$ cat config.mk
export PLATFORM = sky130hd
export DESIGN_NAME = dcache_port_arbiter
export DESIGN_NICKNAME = d
export VERILOG_FILES = /design/src/rtl/dcache_port_arbiter_pkg.sv /design/src/rtl/dcache_req_buffer.sv /design/src/rtl/dcache_port_arbiter.sv
export SDC_FILE = /design/constraint.sdc
export NUM_CORES = 1
export LEC_CHECK = 0
export ABC_AREA = 1
export BUFFER_PORTS_ARGS = -buffer_cell sky130_fd_sc_hd__clkbuf_2
export CORE_ASPECT_RATIO = 1.4
export CORE_UTILIZATION = 30
export DETAILED_ROUTE_END_ITERATION = 8
export PLACE_DENSITY = 0.62
export SLEW_MARGIN = 20
export SYNTH_ARGS = -nofsm -noshare
export SYNTH_HDL_FRONTEND = slang
export SYNTH_SLANG_ARGS = --single-unit
$ cat constraint.sdc
create_clock -name clock -period 1.5 [get_ports clock]
set_clock_uncertainty 0.15 [all_clocks]
set_input_delay 0.3 -clock clock [delete_from_list [all_inputs] [get_ports clock]]
set_output_delay 0.3 -clock clock [all_outputs]
set_load 0.05 [all_outputs]
$ cat src/rtl/dcache_port_arbiter_pkg.sv
// Shared types for the dcache request port: the memory command encoding,
// the default request packet layout and the default arbiter sizing.
package dcache_port_arbiter_pkg;

  typedef enum logic [1:0] {
    MEM_NONE  = 2'd0,
    MEM_LOAD  = 2'd1,
    MEM_STORE = 2'd2
  } MEM_COMMAND;

  localparam int DEF_STARVE_LIMIT = 4;
  localparam int DEF_ADDR_W       = 32;
  localparam int DEF_DATA_W       = 32;
  localparam int DEF_TAG_W        = 3;

  // Request packet at the default widths; the top builds the same layout
  // from its own parameters.
  typedef struct packed {
    MEM_COMMAND                cmd;
    logic [DEF_ADDR_W-1:0]     addr;
    logic [DEF_DATA_W-1:0]     data;
    logic [1:0]                size;
    logic [DEF_TAG_W-1:0]      tag;
  } DCACHE_REQ_PACKET;

  // Width of a counter that must hold the values 0..limit inclusive.
  function automatic int sat_cnt_width(input int limit);
    int w;
    w = $clog2(limit + 1);
    if (w < 1) begin
      w = 1;
    end else begin
      w = w;
    end
    return w;
  endfunction

endpackage

$ cat src/rtl/dcache_req_buffer.sv
// One-entry dcache request buffer with its IDLE/HOLD state machine.
// A captured packet is held unchanged until the cache accepts it; a new
// packet may be loaded on the same edge the old one is accepted.
module dcache_req_buffer
  import dcache_port_arbiter_pkg::*;
#(
  parameter type pkt_t = DCACHE_REQ_PACKET
) (
  input  logic clock,
  input  logic reset,
  input  logic load_en,
  input  pkt_t pkt_in,
  output pkt_t pkt_out,
  output logic valid,
  input  logic accept,
  output logic capture_ok
);

  localparam logic [0:0] ST_IDLE = 1'b0;
  localparam logic [0:0] ST_HOLD = 1'b1;

  logic [0:0] state_r;
  pkt_t       pkt_r;

  // A new request may enter when empty, or when the held one leaves this edge.
  always_comb begin
    capture_ok = 1'b0;
    if (state_r == ST_IDLE) begin
      capture_ok = 1'b1;
    end else begin
      capture_ok = accept;
    end
  end

  // State and packet register; accept while IDLE is deliberately ignored.
  always_ff @(posedge clock) begin
    if (reset) begin
      state_r <= ST_IDLE;
      pkt_r   <= '0;
    end else begin
      case (state_r)
        ST_IDLE: begin
          if (load_en) begin
            state_r <= ST_HOLD;
            pkt_r   <= pkt_in;
          end else begin
            state_r <= ST_IDLE;
          end
        end
        ST_HOLD: begin
          if (load_en) begin
            state_r <= ST_HOLD;
            pkt_r   <= pkt_in;
          end else if (accept) begin
            state_r <= ST_IDLE;
            pkt_r   <= '0;
          end else begin
            state_r <= ST_HOLD;
          end
        end
        default: begin
          state_r <= ST_IDLE;
          pkt_r   <= '0;
        end
      endcase
    end
  end

  assign valid   = (state_r == ST_HOLD);
  assign pkt_out = pkt_r;

endmodule

$ cat src/rtl/dcache_port_arbiter.sv
// Arbiter sharing the single dcache request port between the load unit and
// the store queue drain. Loads normally win; a store wins when the store
// queue is nearly full or after STARVE_LIMIT consecutive lost cycles.
// Optional feature macro: DCACHE_ARB_STATS_EN adds grant/stall counters.
module dcache_port_arbiter
  import dcache_port_arbiter_pkg::*;
#(
  parameter int STARVE_LIMIT = DEF_STARVE_LIMIT,
  parameter int ADDR_W       = DEF_ADDR_W,
  parameter int DATA_W       = DEF_DATA_W,
  parameter int TAG_W        = DEF_TAG_W
) (
  input  logic              clock,
  input  logic              reset,
  input  logic              ld_req_valid,
  input  logic [ADDR_W-1:0] ld_req_addr,
  input  logic [1:0]        ld_req_size,
  input  logic [TAG_W-1:0]  ld_req_tag,
  output logic              ld_grant,
  input  logic              st_req_valid,
  input  logic [ADDR_W-1:0] st_req_addr,
  input  logic [DATA_W-1:0] st_req_data,
  input  logic [1:0]        st_req_size,
  output logic              st_grant,
  input  logic              sq_almost_full,
  output logic              dc_req_valid,
  output logic [1:0]        dc_req_cmd,
  output logic [ADDR_W-1:0] dc_req_addr,
  output logic [DATA_W-1:0] dc_req_data,
  output logic [1:0]        dc_req_size,
  output logic [TAG_W-1:0]  dc_req_tag,
  input  logic              dc_accept
`ifdef DCACHE_ARB_STATS_EN
  ,
  output logic [31:0]       arb_ld_grants,
  output logic [31:0]       arb_st_grants,
  output logic [31:0]       arb_stall_cycles
`endif
);

  localparam int CNT_W = sat_cnt_width(STARVE_LIMIT);
  localparam logic [CNT_W-1:0] STARVE_MAX = CNT_W'(STARVE_LIMIT);

  typedef struct packed {
    MEM_COMMAND          cmd;
    logic [ADDR_W-1:0]   addr;
    logic [DATA_W-1:0]   data;
    logic [1:0]          size;
    logic [TAG_W-1:0]    tag;
  } req_pkt_t;

  logic             cap_ok_s;
  logic             ld_win_s;
  logic             st_win_s;
  logic             load_en_s;
  logic             buf_valid_s;
  req_pkt_t         pkt_in_s;
  req_pkt_t         pkt_out_s;
  logic [CNT_W-1:0] starve_cnt_r;

  // Pick at most one winner; nothing is granted during reset or while the
  // buffer is occupied and not being drained.
  always_comb begin
    ld_win_s = 1'b0;
    st_win_s = 1'b0;
    if (reset) begin
      ld_win_s = 1'b0;
      st_win_s = 1'b0;
    end else if (cap_ok_s) begin
      if (st_req_valid && (sq_almost_full || (starve_cnt_r >= STARVE_MAX))) begin
        st_win_s = 1'b1;
      end else if (ld_req_valid) begin
        ld_win_s = 1'b1;
      end else if (st_req_valid) begin
        st_win_s = 1'b1;
      end else begin
        st_win_s = 1'b0;
      end
    end else begin
      ld_win_s = 1'b0;
    end
  end

  // Build the winner's packet: loads carry zero data, stores a zero tag.
  always_comb begin
    pkt_in_s = '0;
    if (st_win_s) begin
      pkt_in_s.cmd  = MEM_STORE;
      pkt_in_s.addr = st_req_addr;
      pkt_in_s.data = st_req_data;
      pkt_in_s.size = st_req_size;
      pkt_in_s.tag  = {TAG_W{1'b0}};
    end else if (ld_win_s) begin
      pkt_in_s.cmd  = MEM_LOAD;
      pkt_in_s.addr = ld_req_addr;
      pkt_in_s.data = {DATA_W{1'b0}};
      pkt_in_s.size = ld_req_size;
      pkt_in_s.tag  = ld_req_tag;
    end else begin
      pkt_in_s = '0;
    end
  end

  assign load_en_s = ld_win_s | st_win_s;
  assign ld_grant  = ld_win_s;
  assign st_grant  = st_win_s;

  // Count consecutive capture opportunities a waiting store has lost.
  always_ff @(posedge clock) begin
    if (reset) begin
      starve_cnt_r <= {CNT_W{1'b0}};
    end else if (cap_ok_s) begin
      if (st_win_s || !st_req_valid) begin
        starve_cnt_r <= {CNT_W{1'b0}};
      end else if (starve_cnt_r < STARVE_MAX) begin
        starve_cnt_r <= starve_cnt_r + CNT_W'(1);
      end else begin
        starve_cnt_r <= starve_cnt_r;
      end
    end else begin
      starve_cnt_r <= starve_cnt_r;
    end
  end

  dcache_req_buffer #(
    .pkt_t (req_pkt_t)
  ) u_buffer (
    .clock      (clock),
    .reset      (reset),
    .load_en    (load_en_s),
    .pkt_in     (pkt_in_s),
    .pkt_out    (pkt_out_s),
    .valid      (buf_valid_s),
    .accept     (dc_accept),
    .capture_ok (cap_ok_s)
  );

  assign dc_req_valid = buf_valid_s;
  assign dc_req_cmd   = pkt_out_s.cmd;
  assign dc_req_addr  = pkt_out_s.addr;
  assign dc_req_data  = pkt_out_s.data;
  assign dc_req_size  = pkt_out_s.size;
  assign dc_req_tag   = pkt_out_s.tag;

`ifdef DCACHE_ARB_STATS_EN
  logic [31:0] ld_grants_r;
  logic [31:0] st_grants_r;
  logic [31:0] stall_cycles_r;

  // Free-running, wrapping grant and stall counters for performance study.
  always_ff @(posedge clock) begin
    if (reset) begin
      ld_grants_r    <= 32'd0;
      st_grants_r    <= 32'd0;
      stall_cycles_r <= 32'd0;
    end else begin
      ld_grants_r    <= ld_grants_r + {31'd0, ld_win_s};
      st_grants_r    <= st_grants_r + {31'd0, st_win_s};
      stall_cycles_r <= stall_cycles_r + {31'd0, (buf_valid_s & ~dc_accept)};
    end
  end

  assign arb_ld_grants    = ld_grants_r;
  assign arb_st_grants    = st_grants_r;
  assign arb_stall_cycles = stall_cycles_r;
`endif

endmodule

==> flow_metrics.py <==
metrics = {
    "hold_path": {
        "min_to": "u_buffer.pkt_out[16]",
        "min_from": "st_req_data[11]",
        "whs_path_depth": 3,
        "min_path_type": "input pin to flop",
    },
    "timing": {
        "period_needed_ps": 1677,
        "timing.fmax_mhz": 596.2,
        "final-hold-violation-count": 0,
        "rsz0062_at_grt": "yes",
        "finalSetupTns_ps": -7574,
        "holdWs_ps": 56.44,
        "worst_pin_slew_ps": 814.0,
        "slew_viol_final": 0,
        "post-route-period-util_pct": 111.8,
        "fin_ws_ps": -177.4,
        "slew_headroom_pct": 45.73,
        "setup_viol": 75,
    },
    "die": {
        "pin_count": 183,
        "die_area_um2": 11080,
        "die_x_um": 89.25,
        "die_h_um": 124.1,
        "core_area_um2": 10350,
        "initial_core_util_pct": 30.89,
        "rows": 44,
    },
    "power": {
        "peakVddDrop_uv": 580.1,
        "p_clk_share_pct": 40.6,
        "power.density_nw_per_um2": 1161,
        "p_int_mw": 4.086,
        "switching_power_mw": 1.647,
        "p_seq_share_pct": 37.6,
        "pwr-share-comb_pct": 21.8,
        "p_leak_nw": 2.434,
        "switching_share_pct": 28.73,
    },
    "route": {
        "drt-wirelength-per-cell_um": 11.81,
        "ant_nets": 0,
        "viasPerCell": 4.504,
        "route.detailed.drc": 0,
        "firstDrtPassIters": 4,
        "wl_um": 9391,
        "vias": 3581,
        "drt_iter0_markers": 90,
    },
    "logic_synthesis": {
        "synth-seq-area-share_pct": 46.97,
        "ys_types": 20,
        "synth.avg_cell_area_um2": 7.026,
        "synthCells": 455,
        "synth_area_um2": 3197,
        "syn_nets": 565,
        "yosysWarnings": 0,
        "synth.ff_latch_count": 75,
    },
    "critical_path": {
        "path_cells": "inv_4 -> nor2_4 -> nor2_2 -> nand2_2 -> inv_4 -> buf_12 -> buf_12",
        "path_class": "flop to output port",
        "critPathMaxStageDelay_ps": 370,
        "crit_slowest_cell": "dfxtp_4",
        "rr_endpoint": "u_buffer.pkt_out[22]",
        "crit_cells": 7,
        "worstPathMaxFanout": 4,
        "worst-path-buf-inv": 4,
        "endpoint_kind": "output port",
        "crit_arrival_ps": 1230,
        "critical_path_required_ps": 1050,
        "crit_family": "flip-flops",
        "crit_path_start_kind": "flop",
        "reg2reg_from": "u_buffer.valid",
        "rr_worst_depth": 11,
        "r2r_slack_ps": -140,
    },
    "cells_and_area": {
        "synthToLayoutAreaGrowth_pct": 54.44,
        "layout_common_cells": "nand2_1, clkbuf_2, dfxtp_1",
        "fin_cells": 795,
        "final_util_pct": 47.70,
        "drive_above_1_share_pct": 38.96,
        "fin_nets": 762,
        "layout_commonest_cell": "nand2_1",
        "antenna_cells": 0,
    },
    "flow_run": {
        "drv_cap": 0,
    },
    "status": {
        "violations": "negative setup slack",
        "outcome": "complete, but fails checks",
    },
    "placed_design": {
        "numPortBuffers": 182,
        "dpl.hpwl_um": 6668,
        "gp_congestion": 0.7639,
        "dp_slack_ps": -137.3,
        "dpl.cell_count": 766,
    },
    "clock_network": {
        "htreeDepth": 3,
        "cts.sinks": 75,
        "clk_path_buf_depth": 2,
        "clk_latency_ps": 320,
        "cts_tree": "built",
        "root_buffer": "clkbuf_16",
        "cts_buffers": 9,
        "cts.clk_slew.worst_paths_ps": 60,
        "cts_hold_buf": 0,
    },
    "grt": {
        "grt_pass1_wl_um": 14710,
        "grt_usage_pct": 17.38,
        "antenna_found_initial": 0,
        "grt_pass1_vias": 3294,
        "grt_overflow": 0,
        "grt_max_degree": 73,
    },
}
-- worst min-delay path, delay by kind of cell --
family | cells | cell delay, ps
AOI/OAI and AO/OA | 1 | 50
and+or+nand+nor | 1 | 50
buffers and inverters | 1 | 80
-- per-layer routing --
metal	wire, µm	global-route usage [%]	vias up
li1	-	-	1828
met1	3784	18.86	1604
met2	4892	32.20	136
met3	512	2.584	13
met4	201	8.532	0
met5	0	0	-
-- Yosys cell counts (all sizes together) --
| master | number | area share, % |
|---|---|---|
| nor3 | 1 | 0.16 |
| o21ai | 1 | 0.16 |
| nand2 | 185 | 22 |
| nor2 | 9 | 1.7 |
| a21oi | 74 | 12 |
| nand3 | 37 | 6.2 |
| a31oi | 1 | 0.20 |
| ha | 1 | 0.39 |
| clkbuf | 11 | 1.3 |
| dfxtp | 75 | 47 |
| inv | 42 | 4.9 |
| nand4 | 1 | 0.20 |
| buf | 17 | 4.3 |
-- power groups by stage --
stage / registers, mW / logic [mW] / clock network (mW)
after floorplan: 2.55 / 0.401 / 0
after global placement: 2.20 / 1.11 / 0
after detailed placement: 2.20 / 1.13 / 0
after CTS: 2.16 / 1.24 / 2.40
after global routing: 2.17 / 1.35 / 2.50
final: 2.16 / 1.25 / 2.33
-- layout make-up --
type / count / area, µm²
Tap cell: 138 / 172.7
Sequential cell: 75 / 1509
Fill cell: 1082 / 5413
Clock inverter: 5 / 75.07
Multi-Input combinational cell: 310 / 1421
Inverter: 42 / 165.2
Clock buffer: 11 / 252.7
Timing Repair Buffer: 214 / 1341
-- state kept, by name (all words and copies together), names as in the netlist --
register / flops
starve_cnt_r: 3
u_buffer.valid: 1
u_buffer.pkt_out: 71
-- per-stage QoR --
stage	area [µm²]	power (mW)
2_1_floorplan	3227	2.953
3_3_place_gp	4349	3.309
3_5_place_dp	4349	3.325
4_1_cts	4855	5.795
5_1_grt	4937	6.015
6_report	4937	5.734
-- kinds of logic (layout without fill, tap and decap cells) --
family                   Yosys count  count (layout)  share of synthesized area (%)
flip-flops                        75              75                          46.97
buffers and inverters             70             272                          10.49
AO/OA/AOI/OAI                     76              76                          11.94
AND/OR/NAND/NOR                  233             233                          30.22
adder cells (fa/ha/maj)            1               1                         0.3913
-- worst max-delay path by stage --
stage                   start                    to
3_5_place_dp            reset  u_buffer.pkt_out[26]
5_1_grt        u_buffer.valid  u_buffer.pkt_out[23]
2_1_floorplan  u_buffer.valid  u_buffer.pkt_out[57]
3_3_place_gp            reset  u_buffer.pkt_out[26]
6_report       u_buffer.valid              ld_grant
4_1_cts        u_buffer.valid              ld_grant
-- repair_timing --
item / CTS / global route
buffers inserted: 8 / 4
resized for setup: 15 / 16
gates cloned: 2 / 1
pin swaps: 1 / 1
endpoints found under the setup margin: 55 / 74
Power figures use the tool's default switching activity.
